$ cat config.mk
export PLATFORM = sky130hd
export DESIGN_NAME = io_bank_mmio
export DESIGN_NICKNAME = d
export VERILOG_FILES = /design/src/rtl/io_bank_mmio.sv
export SDC_FILE = /design/constraint.sdc
export NUM_CORES = 1
export LEC_CHECK = 0
export ABC_CLOCK_PERIOD_IN_PS = 6790
export CORE_ASPECT_RATIO = 0.8
export CORE_MARGIN = 10
export CORE_UTILIZATION = 50
export CTS_CLUSTER_DIAMETER = 100
export CTS_CLUSTER_SIZE = 20
export DETAILED_ROUTE_END_ITERATION = 10
export GPL_TIMING_DRIVEN = 0
export MAX_ROUTING_LAYER = met4
export PLACE_DENSITY = 0.71
export SETUP_SLACK_MARGIN = 0.5
export SLEW_MARGIN = 10
export SYNTH_ARGS = -nofsm -noshare
export SYNTH_HDL_FRONTEND = slang
export SYNTH_SLANG_ARGS = --single-unit
$ cat constraint.sdc
create_clock -name clock -period 6.79 [get_ports clock]
set_input_delay 1.358 -clock clock [delete_from_list [all_inputs] [get_ports clock]]
set_output_delay 1.358 -clock clock [all_outputs]
set_load 0.05 [all_outputs]
$ cat src/rtl/io_bank_mmio.sv
// Memory-mapped switch/LED bank: synchronized and debounced switch groups with sticky
// change flags and an IRQ, plus LED groups with per-bit blink driven by a prescaler.
module io_bank_mmio #(
  parameter int               N_SW         = 2,
  parameter int               N_LED        = 2,
  parameter int               DEBOUNCE_CYC = 16,
  parameter int               DIV_W        = 24,
  parameter logic [DIV_W-1:0] DIV_RST      = '0
) (
  input  logic                 clock,
  input  logic                 rst,
  input  logic                 io_rd,
  input  logic                 io_wr,
  input  logic [7:0]           io_addr,
  input  logic [31:0]          io_wdata,
  output logic [31:0]          io_rdata,
  input  logic [16*N_SW-1:0]   sw_in,
  output logic [16*N_LED-1:0]  led_out,
  output logic                 sw_event_irq
);

  localparam int CNT_W = (DEBOUNCE_CYC > 2) ? $clog2(DEBOUNCE_CYC) : 1;
  localparam logic [CNT_W-1:0] CNT_LAST = CNT_W'(DEBOUNCE_CYC - 1);

  localparam logic [5:0] IDX_SW_EVENT  = 6'd32;
  localparam logic [5:0] IDX_BLINK_DIV = 6'd33;

  logic [16*N_SW-1:0] r_sync1;
  logic [16*N_SW-1:0] r_sync2;
  logic [15:0]        r_cand   [N_SW];
  logic [15:0]        r_stable [N_SW];
  logic [CNT_W-1:0]   r_cnt    [N_SW];
  logic [N_SW-1:0]    r_sw_event;

  logic [15:0]        r_led_data  [N_LED];
  logic [15:0]        r_led_blink [N_LED];
  logic [16*N_LED-1:0] r_led_out;
  logic [DIV_W-1:0]   r_blink_div;
  logic [DIV_W-1:0]   r_pcnt;
  logic               r_phase;

  logic [5:0]         w_widx;
  logic [N_SW-1:0]    w_ev_set;
  logic [N_SW-1:0]    w_ev_clr;
  logic               w_wr_div;
  logic [31:0]        w_rdata;
  logic               w_unused_bits;

  assign w_widx        = io_addr[7:2];
  assign w_wr_div      = io_wr && (w_widx == IDX_BLINK_DIV);
  assign w_ev_clr      = (io_wr && (w_widx == IDX_SW_EVENT)) ? io_wdata[N_SW-1:0] : '0;
  assign w_unused_bits = ^{io_addr[1:0], io_wdata};

  // A group's stable value is accepted on the edge where its hold counter reaches the end.
  always_comb begin
    w_ev_set = '0;
    for (int g = 0; g < N_SW; g++) begin
      if ((r_sync2[16*g +: 16] == r_cand[g]) && (r_cand[g] != r_stable[g]) &&
          (r_cnt[g] == CNT_LAST)) begin
        w_ev_set[g] = 1'b1;
      end
    end
  end

  always_ff @(posedge clock) begin
    if (rst) begin
      r_sync1 <= '0;
      r_sync2 <= '0;
      for (int g = 0; g < N_SW; g++) begin
        r_cand[g]   <= '0;
        r_stable[g] <= '0;
        r_cnt[g]    <= '0;
      end
    end else begin
      r_sync1 <= sw_in;
      r_sync2 <= r_sync1;
      for (int g = 0; g < N_SW; g++) begin
        if (r_sync2[16*g +: 16] != r_cand[g]) begin
          r_cand[g] <= r_sync2[16*g +: 16];
          r_cnt[g]  <= '0;
        end else if (r_cand[g] != r_stable[g]) begin
          if (w_ev_set[g]) begin
            r_stable[g] <= r_cand[g];
            r_cnt[g]    <= '0;
          end else begin
            r_cnt[g] <= r_cnt[g] + CNT_W'(1);
          end
        end else begin
          r_cnt[g] <= '0;
        end
      end
    end
  end

  // Hardware set has priority over a same-cycle write-one-to-clear.
  always_ff @(posedge clock) begin
    if (rst) begin
      r_sw_event <= '0;
    end else begin
      r_sw_event <= (r_sw_event & ~w_ev_clr) | w_ev_set;
    end
  end

  always_ff @(posedge clock) begin
    if (rst) begin
      r_blink_div <= DIV_RST;
      for (int g = 0; g < N_LED; g++) begin
        r_led_data[g]  <= '0;
        r_led_blink[g] <= '0;
      end
    end else if (io_wr) begin
      if (w_wr_div) begin
        r_blink_div <= io_wdata[DIV_W-1:0];
      end
      for (int g = 0; g < N_LED; g++) begin
        if (w_widx == 6'(16 + g)) begin
          r_led_data[g] <= io_wdata[15:0];
        end
        if (w_widx == 6'(24 + g)) begin
          r_led_blink[g] <= io_wdata[15:0];
        end
      end
    end
  end

  // A zero divider parks the phase high so blinking bits simply stay lit.
  always_ff @(posedge clock) begin
    if (rst) begin
      r_pcnt  <= '0;
      r_phase <= 1'b1;
    end else if (w_wr_div || (r_blink_div == '0)) begin
      r_pcnt  <= '0;
      r_phase <= 1'b1;
    end else if (r_pcnt == r_blink_div) begin
      r_pcnt  <= '0;
      r_phase <= ~r_phase;
    end else begin
      r_pcnt <= r_pcnt + DIV_W'(1);
    end
  end

  always_ff @(posedge clock) begin
    if (rst) begin
      r_led_out <= '0;
    end else begin
      for (int g = 0; g < N_LED; g++) begin
        r_led_out[16*g +: 16] <= r_led_data[g] & ~(r_led_blink[g] & {16{~r_phase}});
      end
    end
  end

  always_comb begin
    w_rdata = '0;
    if (io_rd) begin
      for (int g = 0; g < N_SW; g++) begin
        if (w_widx == 6'(g)) begin
          w_rdata[15:0] = r_stable[g];
        end
      end
      for (int g = 0; g < N_LED; g++) begin
        if (w_widx == 6'(16 + g)) begin
          w_rdata[15:0] = r_led_data[g];
        end
        if (w_widx == 6'(24 + g)) begin
          w_rdata[15:0] = r_led_blink[g];
        end
      end
      if (w_widx == IDX_SW_EVENT) begin
        w_rdata[N_SW-1:0] = r_sw_event;
      end
      if (w_widx == IDX_BLINK_DIV) begin
        w_rdata[DIV_W-1:0] = r_blink_div;
      end
    end
  end

  assign io_rdata     = w_rdata;
  assign led_out      = r_led_out;
  assign sw_event_irq = |r_sw_event;

endmodule
# Word level (Yosys, flattened, before mapping)
# Memory sizes are Yosys's and may differ from the RTL's.
# Index checks and enable logic that the tools add are counted.
# op_classes
n_addsub,3
n_eq_ne,16
muxes,80
n_bitwise,26
reduce_logical,13
# op_table
operator,count
$mux W16,14
$and A16 B16 Y16,4
$ne A16 B16 Y1,4
$mux W1,54
$mux W24,2
$eq A16 B16 Y1,2
$mux W4,8
$not A16 Y16,2
$add A24 B1 Y24 const B,1
$eq A24 B24 Y1,1
$eq A6 B5 Y1 const B,4
$logic_not A24 Y1,1
$or A1 B1 Y1,16
$eq A6 B6 Y1 const B,2
$add A4 B1 Y4 const B,2
$eq A4 B4 Y1 const B,2
$eq A6 B1 Y1 const B,1
$logic_and A1 B1 Y1,6
$logic_not A6 Y1,1
$mux W2,2
$reduce_or A2 Y1,2
$reduce_or A3 Y1,1
$and A2 B2 Y2,1
$not A2 Y2,1
4 further kinds,4
# word_totals
reg_bits,147
ram_bits,136
in_bits,76
out_inout_bits,65
elab_cells,150
memories,5
# memory_table
name,depth,width,read_ports,rd_ports_with_merged_regs,wr,line_no,source
r_cand,2,16,2,0,2,30,logic [15:0] r_cand [N_SW];
r_led_blink,2,16,2,0,2,36,logic [15:0] r_led_blink [N_LED];
r_led_data,2,16,2,0,2,35,logic [15:0] r_led_data [N_LED];
r_stable,2,16,2,0,2,31,logic [15:0] r_stable [N_SW];
r_cnt,2,4,2,0,2,32,logic [CNT_W-1:0] r_cnt [N_SW];

# Logic depth before layout (Yosys ltp)
# An unclocked memory read counts as a cell.
# depth
depth_word,13
mapped_depth,8
depth_no_buf,5

# Least setup slack after synthesis
# Ideal clock, no wire load.
# synth_path
path_type,input-to-output
start,in io_addr[5]
end,out io_rdata[10]
arrival_time_ps,3439
required_ps,5432
path_slack_ps,1993
cell_stages,7
n_path_buf,3
cell_sequence,buf_6 -> nor4_1 -> and3b_1 -> clkbuf_1 -> buf_2 -> a222oi_1 -> a31oi_1
# synth_between
elab_chain_cells,9
elab_cells_between_ends,15
cone_classes,6 x eq/ne; 8 x mux; 1 x reduce/logical
# synth_rtl
element,line_no,source
from (decl),14,"input logic [7:0] io_addr,"
$logic_not A6 Y1,156,if (w_widx == 6'(g)) begin
$mux W16 (2 in a row),156,
$mux W16,161,if (w_widx == 6'(16 + g)) begin
$mux W16,164,if (w_widx == 6'(24 + g)) begin
$mux W16,161,
$mux W16,164,
$mux W24 (*),171,if (w_widx == IDX_BLINK_DIV) begin
$mux W24 (*),154,if (io_rd) begin
to (decl),16,"output logic [31:0] io_rdata,"
# Mark *: on every way between the ends. The rest lies on a longest branch, timed or not.

# Worst setup path in the final report
# Same ends and word-level chain as after synthesis.

==> run summary <==
PD cells: 236.9 nW/um^2
library cells used by synthesis: 52
WL/cell: 20.48 um
crit path max-delay cell type: clkdlybuf4s50_1
Max VDD drop: 0.1722 mV
reg-to-reg endpoint: r_stable[0][12]$_SDFFCE_PN0P_
Die W: 191.6 um
# setup viols final: 0
Total GRT Usage: 20.54%
R2R depth: 5
Final Skew: 0.02828 ns
hold endpoint: r_sync2[5]$_SDFF_PP0_
largest stage delay on the critical path: 0.90 ns
DRT Pass-1 Iters: 6
IO buf count: 121
Die ar.: 30150 um^2
Final Critical Period: 6.129 ns
WHS Path Cells: 1
largest net degree at the start of global routing: 22
Inserted Clock Buffers: 18
global-route wire length before repair: 46570 um
RSZ-0062 raised after global routing: no
deepest clock path buffer count: 3
# clock sinks: 283
Post-synth EDFFs: 136
CP startpoint: io_addr[5]
global routing's busiest layer: met2
final slew viol count: 0
Ys Warns: 0
core box area: 23270 um^2
most frequent CP cell: clkdlybuf4s50_1
Syn-to-layout area delta: 18.68%
num rows: 50
Post-Layout Cell Count: 1507
period utilization: 90.27%
Fin. Hold Viols: 0
met1 layer usage reported by global route: 29.01%
WS Path Type: in2out
type of element capturing the critical path: output port
Die Y: 157.3 um
Synth Cell Area: 11780 um^2
post-CTS resize count: 0
CP max FO: 10
Worst EP required: 5.43 ns
layout cells sized above 1: 4.439%
drt first-iter violations: 966
Top FF cell, synth: dfxtp_1
crit path launch type: primary input
hold buffer count at CTS: 0
sequential share of the synthesized area: 59.63%
# nets final: 1261
Initial Util: 50.63%
Seq cells post-synth: 283
Detail Placement HPWL: 23110 um
Syn Area/Cell: 11.47 um^2
Syn Inst Count: 1027
Clk pin slew, worst setup/hold paths: 0.08 ns
RD Place Congestion: 0.9104
H-tree levels: 1
Fmax achieved: 163.2 MHz
placed insts: 1474
Slew @ Worst Pin: 0.8840 ns
Worst slew margin: 41.06%
I/O pins: 141
CTS tree: yes
met2 usage: 29.97%
FF-to-FF Start: r_cand[0][9]$_SDFFCE_PN0P_
ANT nets after route: 0
Critical Path AT: 4.77 ns
crit-path cells: clkdlybuf4s50_1 -> buf_6 -> nor4_1 -> and3b_1 -> clkbuf_1 -> buf_2 -> a222oi_1 -> a31oi_1 -> clkdlybuf4s50_1
reg2reg setup slack: 4.24 ns
clk_lat worst skew: 0.51 ns
clk root buf: clkbuf_16
vias in the first global route: 7935
Post-CTS Setup Inserts: 0
initial antenna violation count: 1
outcome: completed
final WL: 30870 um
grt total ovfl: 0
post-synthesis async set-or-reset flop share: 0%
min-delay src: r_sync1[5]$_SDFF_PP0_
DR vias/cell: 5.522
vias: 8321
drt drc: 0
TNS Setup: 0 ns
Leak: 0.005016 uW
met3 Use GR: 3.671%
Hold Crit Class: reg2reg
max_cap viols: 0
[worst max path at each step]
| stage | cells after the start | endpoint | slack [ns] |
|---|---|---|---|
| floorplan | 7 | io_rdata[10] | 1.99 |
| global placement | 9 | io_rdata[10] | 0.75 |
| detailed placement | 9 | io_rdata[10] | 0.81 |
| CTS | 9 | io_rdata[10] | 0.79 |
| global route | 9 | io_rdata[10] | 0.65 |
| finish | 9 | io_rdata[10] | 0.66 |
[critical path, delay by kind of cell]
family | cells | cell delay [ns]
buffers and inverters | 5 | 2.16
AND/OR/NAND/NOR | 2 | 0.79
AO/OA/AOI/OAI | 2 | 0.46
[Yosys cell counts (32+ instances only)]
| master | number | area, um^2 |
|---|---|---|
| nor2_1 | 41 | 153.9 |
| dfxtp_1 | 147 | 2943 |
| xnor2_1 | 48 | 420.4 |
| a21oi_1 | 41 | 205.2 |
| xor2_1 | 66 | 578.1 |
| nor3b_1 | 33 | 247.7 |
| nor2b_1 | 100 | 625.6 |
| and2_1 | 66 | 412.9 |
| a21boi_0 | 32 | 240.2 |
| edfxtp_1 | 136 | 4084 |
| nand2_1 | 67 | 251.5 |
| clkbuf_1 | 41 | 153.9 |
[per-stage QoR]
step	hold WS (ns)	instance area (um^2)	setup WS, ns	util, %	power (uW)
after floorplan	0.4138	11840	1.993	-	2108
after global placement	0.4258	13440	0.7451	57.74	2239
after detailed placement	0.4204	13440	0.8118	57.76	2244
after CTS	0.4328	13980	0.7891	60.08	3328
after global routing	0.4429	13980	0.6471	60.09	3413
final	0.4201	13980	0.6610	60.09	3313
[report_power, final]
group	internal [uW]	switching (uW)
clock network	533	573
logic	125	171
registers	1860	53.3
total	2520	797
[cell type report]
cell class,count,area [um^2]
Clock buffer,31,520.5
Fill cell,1934,9288
Inverter,5,18.77
Sequential cell,283,7027
Multi-Input combinational cell,692,4512
Clock inverter,1,20.02
Buffer,61,282.8
Tap cell,312,390.4
Antenna cell,1,2.502
Timing Repair Buffer,121,1211
[metal layers]
metal,part of all wire [%],wire length (um),vias to the layer above
met3,9.8,3038,51
li1,-,-,3903
met5,0,0,-
met4,2.4,745,0
met2,43,13200,402
met1,45,13890,3965
[cells by family (layout without fill, tap and decap cells)]
kind of cell / count (synthesis) / count (layout) / synth area share [%]
and+or+nand+nor: 407 / 407 / 20.23
DFF: 283 / 283 / 59.63
AOI/OAI and AO/OA: 150 / 150 / 8.558
xor gates and xnor gates: 114 / 114 / 8.473
buffers and inverters: 66 / 219 / 2.559
adders and majority gates: 3 / 3 / 0.3186
other: 2 / 17 / 0.06373
muxes: 2 / 2 / 0.1699
[registers in the layout (all words and copies together), names as in the netlist]
register,count
r_sync1,32
r_cnt,8
r_pcnt,24
r_cand,32
r_led_data,32
r_stable,32
r_blink_div,24
led_out,32
r_sw_event,2
r_sync2,32
r_phase,1
r_led_blink,32
[cell usage in the layout, fill, tap and decap left out, types with 2 or more instances in the layout]
cell	n
a21boi_0	32
a21o_1	4
a21oi_1	41
a222oi_1	14
a22oi_1	14
a31o_1	2
a31oi_1	17
and2_1	66
and3_1	12
and4_1	5
buf_2	10
buf_4	9
clkbuf_1	53
clkbuf_16	19
clkdlybuf4s50_1	121
conb_1	16
dfxtp_1	147
edfxtp_1	136
ha_1	3
inv_1	5
mux2i_1	2
nand2_1	67
nand2b_1	3
nand3_1	18
nand3b_1	2
nand4_1	14
nand4b_1	2
nor2_1	41
nor2b_1	100
nor3_1	7
nor3b_1	33
nor4_1	23
nor4_2	2
o211ai_1	2
o21ai_0	17
o2bb2ai_1	4
xnor2_1	48
xor2_1	66
Note: power is estimated with default switching activity, not from simulation.
